<file path="src/rtl/idx2cloud_arbiter.sv">
// idx2cloud_arbiter: round-robin sharing of one fixed-latency Idx2Cloud pipeline between two
// point requesters, with zero-depth drop, tag tracking and a credit-protected output FIFO.
module idx2cloud_arbiter #(
    parameter int unsigned LATENCY       = 4,
    parameter int unsigned FIFO_DEPTH    = 8,
    parameter int unsigned CNT_BW        = $clog2(FIFO_DEPTH + 1),
    parameter int unsigned H_SIZE_BW     = 10,
    parameter int unsigned V_SIZE_BW     = 9,
    parameter int unsigned DATA_DEPTH_BW = 16,
    parameter int unsigned CLOUD_BW      = 24
) (
    input  logic                     i_clk,
    input  logic                     i_rst_n,
    input  logic [1:0]               i_req_valid,
    output logic [1:0]               o_req_ready,
    input  logic [H_SIZE_BW-1:0]     i_req0_idx_x,
    input  logic [V_SIZE_BW-1:0]     i_req0_idx_y,
    input  logic [DATA_DEPTH_BW-1:0] i_req0_depth,
    input  logic [H_SIZE_BW-1:0]     i_req1_idx_x,
    input  logic [V_SIZE_BW-1:0]     i_req1_idx_y,
    input  logic [DATA_DEPTH_BW-1:0] i_req1_depth,
    output logic                     o_i2c_valid,
    output logic [H_SIZE_BW-1:0]     o_i2c_idx_x,
    output logic [V_SIZE_BW-1:0]     o_i2c_idx_y,
    output logic [DATA_DEPTH_BW-1:0] o_i2c_depth,
    input  logic                     i_i2c_valid,
    input  logic [CLOUD_BW-1:0]      i_i2c_cloud_x,
    input  logic [CLOUD_BW-1:0]      i_i2c_cloud_y,
    input  logic [CLOUD_BW-1:0]      i_i2c_cloud_z,
    output logic                     o_valid,
    input  logic                     i_ready,
    output logic                     o_tag,
    output logic [CLOUD_BW-1:0]      o_cloud_x,
    output logic [CLOUD_BW-1:0]      o_cloud_y,
    output logic [CLOUD_BW-1:0]      o_cloud_z,
    output logic [15:0]              o_drop_cnt,
    output logic                     o_busy,
    output logic                     o_err
);

    localparam int unsigned PTR_BW   = $clog2(FIFO_DEPTH);
    localparam int unsigned GUARD_BW = $clog2(LATENCY + 1);
    localparam int unsigned SUM_BW   = CNT_BW + 1;

    typedef struct packed {
        logic                tag;
        logic [CLOUD_BW-1:0] x;
        logic [CLOUD_BW-1:0] y;
        logic [CLOUD_BW-1:0] z;
    } fifo_entry_t;

    logic                     rr_ptr_q, rr_ptr_d;
    logic                     iss_vld_q, iss_vld_d;
    logic                     iss_tag_q, iss_tag_d;
    logic [H_SIZE_BW-1:0]     iss_x_q, iss_x_d;
    logic [V_SIZE_BW-1:0]     iss_y_q, iss_y_d;
    logic [DATA_DEPTH_BW-1:0] iss_d_q, iss_d_d;
    logic [CNT_BW-1:0]        inflight_q, inflight_d;
    logic [CNT_BW-1:0]        fifo_cnt_q, fifo_cnt_d;
    logic [PTR_BW-1:0]        wr_ptr_q, wr_ptr_d;
    logic [PTR_BW-1:0]        rd_ptr_q, rd_ptr_d;
    logic [LATENCY-1:0]       pipe_vld_q;
    logic [LATENCY-1:0]       pipe_tag_q;
    logic [GUARD_BW-1:0]      guard_q, guard_d;
    logic [15:0]              drop_cnt_q, drop_cnt_d;
    logic                     err_q, err_d;
    fifo_entry_t              mem_q [FIFO_DEPTH];

    logic [SUM_BW-1:0]        occupancy;
    logic                     credit_ok, win0, win1, fire, sel, acc_nz, issue;
    logic [H_SIZE_BW-1:0]     acc_x;
    logic [V_SIZE_BW-1:0]     acc_y;
    logic [DATA_DEPTH_BW-1:0] acc_d;
    logic                     mask_ret, ret_vld, ret_dec, ret_tag, ret_mismatch;
    logic                     fifo_full, pop, push, overflow;
    fifo_entry_t              head;

    // Arbitration: a lone requester wins, contention is resolved by rr_ptr.
    assign occupancy   = SUM_BW'(fifo_cnt_q) + SUM_BW'(inflight_q);
    assign credit_ok   = occupancy < SUM_BW'(FIFO_DEPTH);
    assign win0        = i_req_valid[0] & (~i_req_valid[1] | ~rr_ptr_q);
    assign win1        = i_req_valid[1] & (~i_req_valid[0] | rr_ptr_q);
    assign o_req_ready = {2{credit_ok & i_rst_n}} & {win1, win0};
    assign fire        = |o_req_ready;
    assign sel         = win1;
    assign acc_x       = sel ? i_req1_idx_x : i_req0_idx_x;
    assign acc_y       = sel ? i_req1_idx_y : i_req0_idx_y;
    assign acc_d       = sel ? i_req1_depth : i_req0_depth;
    assign acc_nz      = acc_d != '0;
    assign issue       = fire & acc_nz;

    // Stale returns right after reset are ignored until the guard expires or a tag enters.
    assign mask_ret     = ~|pipe_vld_q & (guard_q < GUARD_BW'(LATENCY));
    assign ret_vld      = i_i2c_valid & ~mask_ret;
    assign ret_dec      = ret_vld & (inflight_q != '0);
    assign ret_tag      = pipe_vld_q[LATENCY-1] & pipe_tag_q[LATENCY-1];
    assign ret_mismatch = ~mask_ret & (i_i2c_valid != pipe_vld_q[LATENCY-1]);

    assign fifo_full = fifo_cnt_q == CNT_BW'(FIFO_DEPTH);
    assign o_valid   = fifo_cnt_q != '0;
    assign pop       = o_valid & i_ready;
    assign push      = ret_vld & (~fifo_full | pop);
    assign overflow  = ret_vld & fifo_full & ~pop;

    always_comb begin
        rr_ptr_d   = rr_ptr_q;
        iss_vld_d  = issue;
        iss_tag_d  = iss_tag_q;
        iss_x_d    = iss_x_q;
        iss_y_d    = iss_y_q;
        iss_d_d    = iss_d_q;
        inflight_d = inflight_q;
        fifo_cnt_d = fifo_cnt_q;
        wr_ptr_d   = wr_ptr_q;
        rd_ptr_d   = rd_ptr_q;
        guard_d    = guard_q;
        drop_cnt_d = drop_cnt_q;
        err_d      = err_q;

        if (fire) begin
            rr_ptr_d = ~sel;
        end
        if (issue) begin
            iss_tag_d = sel;
            iss_x_d   = acc_x;
            iss_y_d   = acc_y;
            iss_d_d   = acc_d;
        end
        if (fire && !acc_nz && drop_cnt_q != 16'hFFFF) begin
            drop_cnt_d = drop_cnt_q + 16'd1;
        end
        case ({issue, ret_dec})
            2'b10:   inflight_d = inflight_q + CNT_BW'(1);
            2'b01:   inflight_d = inflight_q - CNT_BW'(1);
            default: inflight_d = inflight_q;
        endcase
        case ({push, pop})
            2'b10:   fifo_cnt_d = fifo_cnt_q + CNT_BW'(1);
            2'b01:   fifo_cnt_d = fifo_cnt_q - CNT_BW'(1);
            default: fifo_cnt_d = fifo_cnt_q;
        endcase
        if (push) begin
            wr_ptr_d = wr_ptr_q + PTR_BW'(1);
        end
        if (pop) begin
            rd_ptr_d = rd_ptr_q + PTR_BW'(1);
        end
        if (guard_q != GUARD_BW'(LATENCY)) begin
            guard_d = guard_q + GUARD_BW'(1);
        end
        if (ret_mismatch || overflow) begin
            err_d = 1'b1;
        end
    end

    always_ff @(posedge i_clk) begin
        if (!i_rst_n) begin
            rr_ptr_q   <= 1'b0;
            iss_vld_q  <= 1'b0;
            iss_tag_q  <= 1'b0;
            iss_x_q    <= '0;
            iss_y_q    <= '0;
            iss_d_q    <= '0;
            inflight_q <= '0;
            fifo_cnt_q <= '0;
            wr_ptr_q   <= '0;
            rd_ptr_q   <= '0;
            pipe_vld_q <= '0;
            pipe_tag_q <= '0;
            guard_q    <= '0;
            drop_cnt_q <= '0;
            err_q      <= 1'b0;
        end else begin
            rr_ptr_q   <= rr_ptr_d;
            iss_vld_q  <= iss_vld_d;
            iss_tag_q  <= iss_tag_d;
            iss_x_q    <= iss_x_d;
            iss_y_q    <= iss_y_d;
            iss_d_q    <= iss_d_d;
            inflight_q <= inflight_d;
            fifo_cnt_q <= fifo_cnt_d;
            wr_ptr_q   <= wr_ptr_d;
            rd_ptr_q   <= rd_ptr_d;
            guard_q    <= guard_d;
            drop_cnt_q <= drop_cnt_d;
            err_q      <= err_d;
            // Tag pipe mirrors the Idx2Cloud latency.
            pipe_vld_q[0] <= iss_vld_q;
            pipe_tag_q[0] <= iss_tag_q;
            for (int i = 1; i < int'(LATENCY); i++) begin
                pipe_vld_q[i] <= pipe_vld_q[i-1];
                pipe_tag_q[i] <= pipe_tag_q[i-1];
            end
        end
    end

    // Storage needs no reset; the head is gated by o_valid.
    always_ff @(posedge i_clk) begin
        if (push) begin
            mem_q[wr_ptr_q] <= '{tag: ret_tag, x: i_i2c_cloud_x, y: i_i2c_cloud_y, z: i_i2c_cloud_z};
        end
    end

    assign head        = mem_q[rd_ptr_q];
    assign o_tag       = o_valid & head.tag;
    assign o_cloud_x   = o_valid ? head.x : '0;
    assign o_cloud_y   = o_valid ? head.y : '0;
    assign o_cloud_z   = o_valid ? head.z : '0;
    assign o_i2c_valid = iss_vld_q;
    assign o_i2c_idx_x = iss_x_q;
    assign o_i2c_idx_y = iss_y_q;
    assign o_i2c_depth = iss_d_q;
    assign o_drop_cnt  = drop_cnt_q;
    assign o_err       = err_q;
    assign o_busy      = (inflight_q != '0) | o_valid | iss_vld_q;

endmodule

</file>
<file path="config.mk">
export PLATFORM = sky130hd
export DESIGN_NAME = idx2cloud_arbiter
export DESIGN_NICKNAME = d
export VERILOG_FILES = /design/src/rtl/idx2cloud_arbiter.sv
export SDC_FILE = /design/constraint.sdc
export NUM_CORES = 1
export LEC_CHECK = 0
export CORE_UTILIZATION = 35
export CTS_CLUSTER_SIZE = 30
export DETAILED_ROUTE_END_ITERATION = 10
export GPL_ROUTABILITY_DRIVEN = 0
export PLACE_DENSITY_LB_ADDON = 0.15
export SETUP_SLACK_MARGIN = 0.5
export SLEW_MARGIN = 20
export SYNTH_ARGS = -nofsm -noshare
export SYNTH_HDL_FRONTEND = slang
export SYNTH_SLANG_ARGS = --single-unit
</file>
<file path="constraint.sdc">
create_clock -name i_clk -period 10.9 [get_ports i_clk]
set_input_delay 2.18 -clock i_clk [delete_from_list [all_inputs] [get_ports i_clk]]
set_output_delay 2.18 -clock i_clk [all_outputs]
set_load 0.01 [all_outputs]
</file>
==> metrics.cfg, run 1 <==
[critical_path]
path_class=input port to output pin
r2r_start=rr_ptr_q
path_max_fanout=39
cp-start-kind=input port
crit_path_max_incr_delay_ns=0.53
cp-end-kind=output pin
critical_path.startpoint=i_req_valid[0]
worst-endpoint-required_ns=8.72
arrival_ns=4.22
crit_path_cell_trace=clkdlybuf4s50_1, inv_1, o21ai_4, buf_4, and3_1, clkdlybuf4s50_1
worst_path_most_repeated_cell=clkdlybuf4s50_1
cpMaxStageDelayCell=clkdlybuf4s50_1

[sta]
skew_ns=0.02403
finalMaxSlewViolations=0
layout_min_cycle_time_ns=6.400
post-route-period-util=0.5872
worst_pin_slew_ns=1.087
grt_setup_unrepaired=no
tns_ns=0
setup_violations=0
slew_headroom=0.2753
hold_viol_final=0
holdWs_ns=0.4323
setup_ws_ns=4.500
max_freq_mhz=156.2

[grt]
grt_overflow_total=0
grt_max_degree=81
grt_usage=0.1577
antenna_found_initial=4
first_global_vias=14400
grt_pass1_wl_mm=88.78

[worst_hold_path]
min_from=pipe_tag_q[2]
hp-class=flip-flop to flip-flop

[cells_and_area]
final_cells=2696
diodes=0
multi_input_area_um2=6646
fillers=6430
drive_gt1_frac=0.1819
nNetsFinal=1841
regArea_um2=19210
synthToLayoutAreaGrowth_pct=24.88
design_area_um2=32670

[die]
die_h_um=275.4
initial_utilization=0.3561
ios=278
core-area_um2=73450
die_w_um=275.4
die-area_um2=75840
num_rows=99

[route]
via_per_inst=4.975
wl_per_cell_um=21.93
postRouteAntennaNets=0
drt_iter0_markers=761
drt-total-wl_mm=59.13
vias=13410
drc=0
drt-pass1-iter-count=4

[logic_synthesis]
syn_nets=1527
yosysUniqueCellTypes=55
synth_seq_area_share=0.7339
synth_top_area_cell=edfxtp_1
synth_warnings=0
synth_top_area_share=0.6704
netlist_area_um2=26160
synth_edf_count=584
synth_ff_type=edfxtp_1
synth-seq-cells=667
yosys-top-cells-area=edfxtp_1 67%, mux4_2 13%, dfxtp_1 6.4%, mux2i_1 5.9%, nor2_1 1.3%
synthArstFlopShare=0
synthCells=1364
yosys.cell_count.top_type=edfxtp_1
postSynthAreaPerCell_um2=19.18
synthTopCellsByCount=584 x edfxtp_1, 153 x mux2i_1, 146 x mux4_2

[clock_tree]
clock_sinks=667
root_buffer=clkbuf_16
cts_resized=0
clkTransAtPathRegs_ns=0.05
clk_path_buf_depth=3
numCtsBuffers=76
post_cts_buffers=0
htreeDepth=3
cts_tree=done
cts_hold_buf=0
clkLatencyLatePin_ns=0.61

[placed_design]
port_buffers=277
post-place-ws_ns=4.495
placed_cell_area_um2=30100
post-place-cells=2558
dp_hpwl_mm=32.55

[outcome]
status=finished clean

[pwr]
power.density_nw_per_um2=225.2
power_leakage_uw=0.01056
ir_drop_mv=0.1493

[run]
drv_cap=0

## metal layers
| metal | global-route usage | up-vias | part of all wire |
|---|---|---|---|
| met5 | 0 | - | 0.00088 |
| met4 | 0.04144 | 8 | 0.020 |
| met3 | 0.03593 | 104 | 0.045 |
| met2 | 0.2748 | 286 | 0.51 |
| met1 | 0.1969 | 6916 | 0.42 |
| li1 | - | 6098 | - |
## report_power, final
part | internal (µW) | switching (µW)
Sequential | 2880 | 79.5
Clock | 1580 | 1000
Combinational | 932 | 880
Total | 5400 | 1960
## worst max-delay path: cells and delay by family
family                 cells  cell delay [ns]
buffers and inverters      4             1.65
AND/OR/NAND/NOR            1             0.26
AO/OA/AOI/OAI              1             0.11
## final cells by class
class,instances,share of cell area
Clock buffer,98,0.06461
Clock inverter,39,0.01352
Tap cell,959,0.03673
Multi-Input combinational cell,611,0.2035
Sequential cell,667,0.5880
Inverter,19,0.002183
Timing Repair Buffer,303,0.09146
## stage by stage
step                total power, µW  utilization
floorplan                      4014            -
detailed placement             4868       0.4097
CTS                            7480       0.4445
finish                         7358       0.4447
global route                   7694       0.4447
global placement               4859       0.4097
## path summary, 6_finish.rpt
kind | slack, ns | end | depth (start not counted)
worst min-delay path | 0.43 | pipe_tag_q[3] | 1
worst min register to register | 0.43 | pipe_tag_q[3] | 1
worst max-delay path | 4.50 | o_req_ready[0] | 6
worst max register to register | 7.00 | inflight_q[3] | 13
## cells by family after synthesis
group | share of synthesized area
AO/OA/AOI/OAI | 0.01038
XOR/XNOR | 0.003013
adder cells (fa/ha/maj) | 0.007749
buffers and inverters | 0.01459
flip-flops | 0.7339
multiplexers | 0.1847
AND/OR/NAND/NOR | 0.04568
## flip-flops by register name, summed over array words and instances (netlist names), named ones only
| name | count |
|---|---|
| o_err | 1 |
| guard_q | 3 |
| o_drop_cnt | 16 |
| fifo_cnt_q | 4 |
| pipe_tag_q | 4 |
| o_i2c_depth | 16 |
| pipe_vld_q | 4 |
| rd_ptr_q | 3 |
| o_i2c_valid | 1 |
| inflight_q | 4 |
| rr_ptr_q | 1 |
| o_i2c_idx_y | 9 |
| o_i2c_idx_x | 10 |
| mem_q | 584 |
| iss_tag_q | 1 |
| wr_ptr_q | 3 |
## layout by cell type (no fill, tap or decap), drive strengths merged, types with 10 or more instances in the layout
cell type	n
clkinv	30
dfxtp	83
clkbuf	98
nor2	94
nor4	17
clkdlybuf4s50	276
inv	18
mux4	146
nand2	64
buf	27
a21oi	18
ha	13
mux2i	153
and2	10
edfxtp	584
nand4	12
nand3	12
Power figures use the tool's default switching activity.
==> run 2, diff against run 1 <==
Clock period 10.9 ns to 5.83 ns, I/O delays scaled along.
==> run 2 against run 1 <==
Critical path depth down 1. First-iteration DRC count up 0.26%. Global-route usage up 0.47 points. Critical path type is now flip-flop to output pin. Highest routed layer unchanged.
==> metrics.cfg, run 2 (synthesis gave the netlist of run 1 again) <==
[cells_and_area]
drive_gt1_frac=0.1761  ; was 0.1819
regMostFlops=mem_q  ; unchanged
final_cell_mix=584 x edfxtp_1, 276 x clkdlybuf4s50_1, 153 x mux2i_1  ; unchanged
synthToLayoutAreaGrowth_pct=24.59  ; was 24.88%
nNetsFinal=1846  ; was 1841
largest_reg_flops=584  ; unchanged
layout_commonest_cell=edfxtp_1  ; unchanged

[critical_path]
reg2reg_depth=12  ; was 13
cp-end-kind=output pin  ; unchanged
worst-path-buf-inv=2  ; was 4
crit_path_cell_trace=buf_4, mux4_2, mux2i_1, nor2_1, clkdlybuf4s50_1  ; was clkdlybuf4s50_1, inv_1, o21ai_4, buf_4, and3_1, clkdlybuf4s50_1
worst_r2r_endpoint=inflight_q[3]  ; unchanged
cp.depth=5  ; was 6
path_max_fanout=42  ; was 39
r2r_start=fifo_cnt_q[3]  ; was rr_ptr_q
crit_path_max_incr_delay_ns=1.03  ; was 0.53 ns
reg2reg_slack_ns=2.45  ; was 7.00 ns
cpMaxStageDelayCell=dfxtp_4  ; was clkdlybuf4s50_1
path_class=flip-flop to output pin  ; was input port to output pin
worst-endpoint-required_ns=4.66  ; was 8.72 ns
arrival_ns=3.39  ; was 4.22 ns
critPathTopFamily=flip-flops  ; was buffers and inverters
cp-start-kind=flip-flop  ; was input port

[run]
drv_cap=0  ; unchanged

[sta]
post-route-period-util=0.7818
layout_min_cycle_time_ns=4.558
hold_viol_final=0  ; unchanged
finalMaxSlewViolations=0  ; unchanged
setup_violations=0  ; unchanged
slew_headroom=0.3204  ; was 0.2753
holdWs_ns=0.4337  ; was 0.4323 ns
worst_pin_slew_ns=1.019  ; was 1.087 ns
skew_ns=0.01400  ; was 0.02403 ns
max_freq_mhz=219.4
tns_ns=0  ; unchanged
grt_setup_unrepaired=no  ; unchanged
setup_ws_ns=1.272  ; was 4.500 ns

[route]
postRouteAntennaNets=0  ; unchanged
drt_iter0_markers=763  ; was 761
wl_per_cell_um=22.36  ; was 21.93 µm
drt-total-wl_mm=60.46  ; was 59.13 mm
drt-pass1-iter-count=5  ; was 4
via_per_inst=5.008  ; was 4.975
vias=13540  ; was 13410
drc=0  ; unchanged

[clock_tree]
htreeDepth=3  ; unchanged
cts_resized=0  ; unchanged
numCtsBuffers=74  ; was 76
clkTransAtPathRegs_ns=0.06  ; was 0.05 ns
clock_sinks=667  ; unchanged
clkLatencyLatePin_ns=0.61  ; about the same
clk_path_buf_depth=3  ; unchanged
cts_hold_buf=0  ; unchanged
cts_tree=done  ; unchanged
root_buffer=clkbuf_16  ; unchanged
post_cts_buffers=0  ; unchanged

[placed_design]
port_buffers=277  ; unchanged
post-place-ws_ns=1.386  ; was 4.495 ns
dp_hpwl_mm=33.29  ; was 32.55 mm

[pwr]
ir_drop_mv=0.2020  ; was 0.1493 mV
power.density_nw_per_um2=412.8  ; was 225.2 nW/µm²
total_power_uw=13450  ; was 7358 µW
power_leakage_uw=0.01049  ; was 0.01056 µW

[die]
ios=278  ; unchanged
die-area_um2=75840  ; unchanged
die_h_um=275.4  ; unchanged
die_w_um=275.4  ; unchanged
core-area_um2=73450  ; unchanged
initial_utilization=0.3561  ; unchanged
num_rows=99  ; unchanged

[worst_hold_path]
whs_path_depth=1  ; unchanged
hp-class=flip-flop to flip-flop  ; unchanged
min_from=pipe_tag_q[2]  ; unchanged
hold_path_end=pipe_tag_q[3]  ; unchanged

[grt]
grt_max_degree=65  ; was 81
antenna_found_initial=4  ; unchanged
grt_usage=0.1624  ; was 0.1577
first_global_vias=14640  ; was 14400
grt_pass1_wl_mm=90.94  ; was 88.78 mm
grt_overflow_total=0  ; unchanged

[outcome]
status=finished clean  ; unchanged

==> run 2: power by group <==
part,total [µW],internal [µW],switching [µW]
logic,3410,1780,1630
clock network,4450,2640,1820
registers,5580,5390,190
==> run 2: per-layer routing <==
metal  up-vias  global-route usage  routed length, µm
li1       6121                   -                  -
met5         -                   0                 28
met2       272              0.2802              30700
met4         4             0.05205               1546
met1      7050              0.2043              25640
met3        94             0.03306               2537
==> run 2: worst register-to-register path, delay by kind of cell (launching register included) <==
| kind | cells | cell delay [ns] |
|---|---|---|
| fa+ha+maj | 3 | 0.80 |
| compound gates | 3 | 0.49 |
| flops | 1 | 0.44 |
| simple gates | 4 | 1.40 |
| buf+inv | 1 | 0.06 |
| xor+xnor | 1 | 0.10 |
==> run 2: area by class of cell <==
cell class,count,area [µm²]
antenna,2,5.005
clock buffer,100,2002
clock inverter,36,326.6
fill,6394,40860
inverter,19,71.32
multi-input combinational,611,6661
sequential,667,19210
tap,959,1200
timing repair buffer,310,3115
==> run 2: through the flow <==
stage / area, µm² / instances / util
global route: 32590 / 2704 / 0.4437
finish: 32590 / 2704 / 0.4437
detailed placement: 30260 / 2566 / 0.4119
floorplan: 26170 / 1364 / -
CTS: 32590 / 2702 / 0.4436
global placement: 30260 / 2566 / 0.4119
==> run 2: worst max path at each step <==
stage	from	slack, ns	to
after global placement	i_req_valid[0]	1.42	o_req_ready[1]
after detailed placement	i_req_valid[0]	1.39	o_req_ready[1]
after global routing	flip-flop	1.01	o_cloud_y[9]
final	flip-flop	1.27	o_cloud_y[9]
after floorplan	i_ready	-1.28	mem_q[2][0]
after CTS	flip-flop	1.08	o_cloud_y[9]
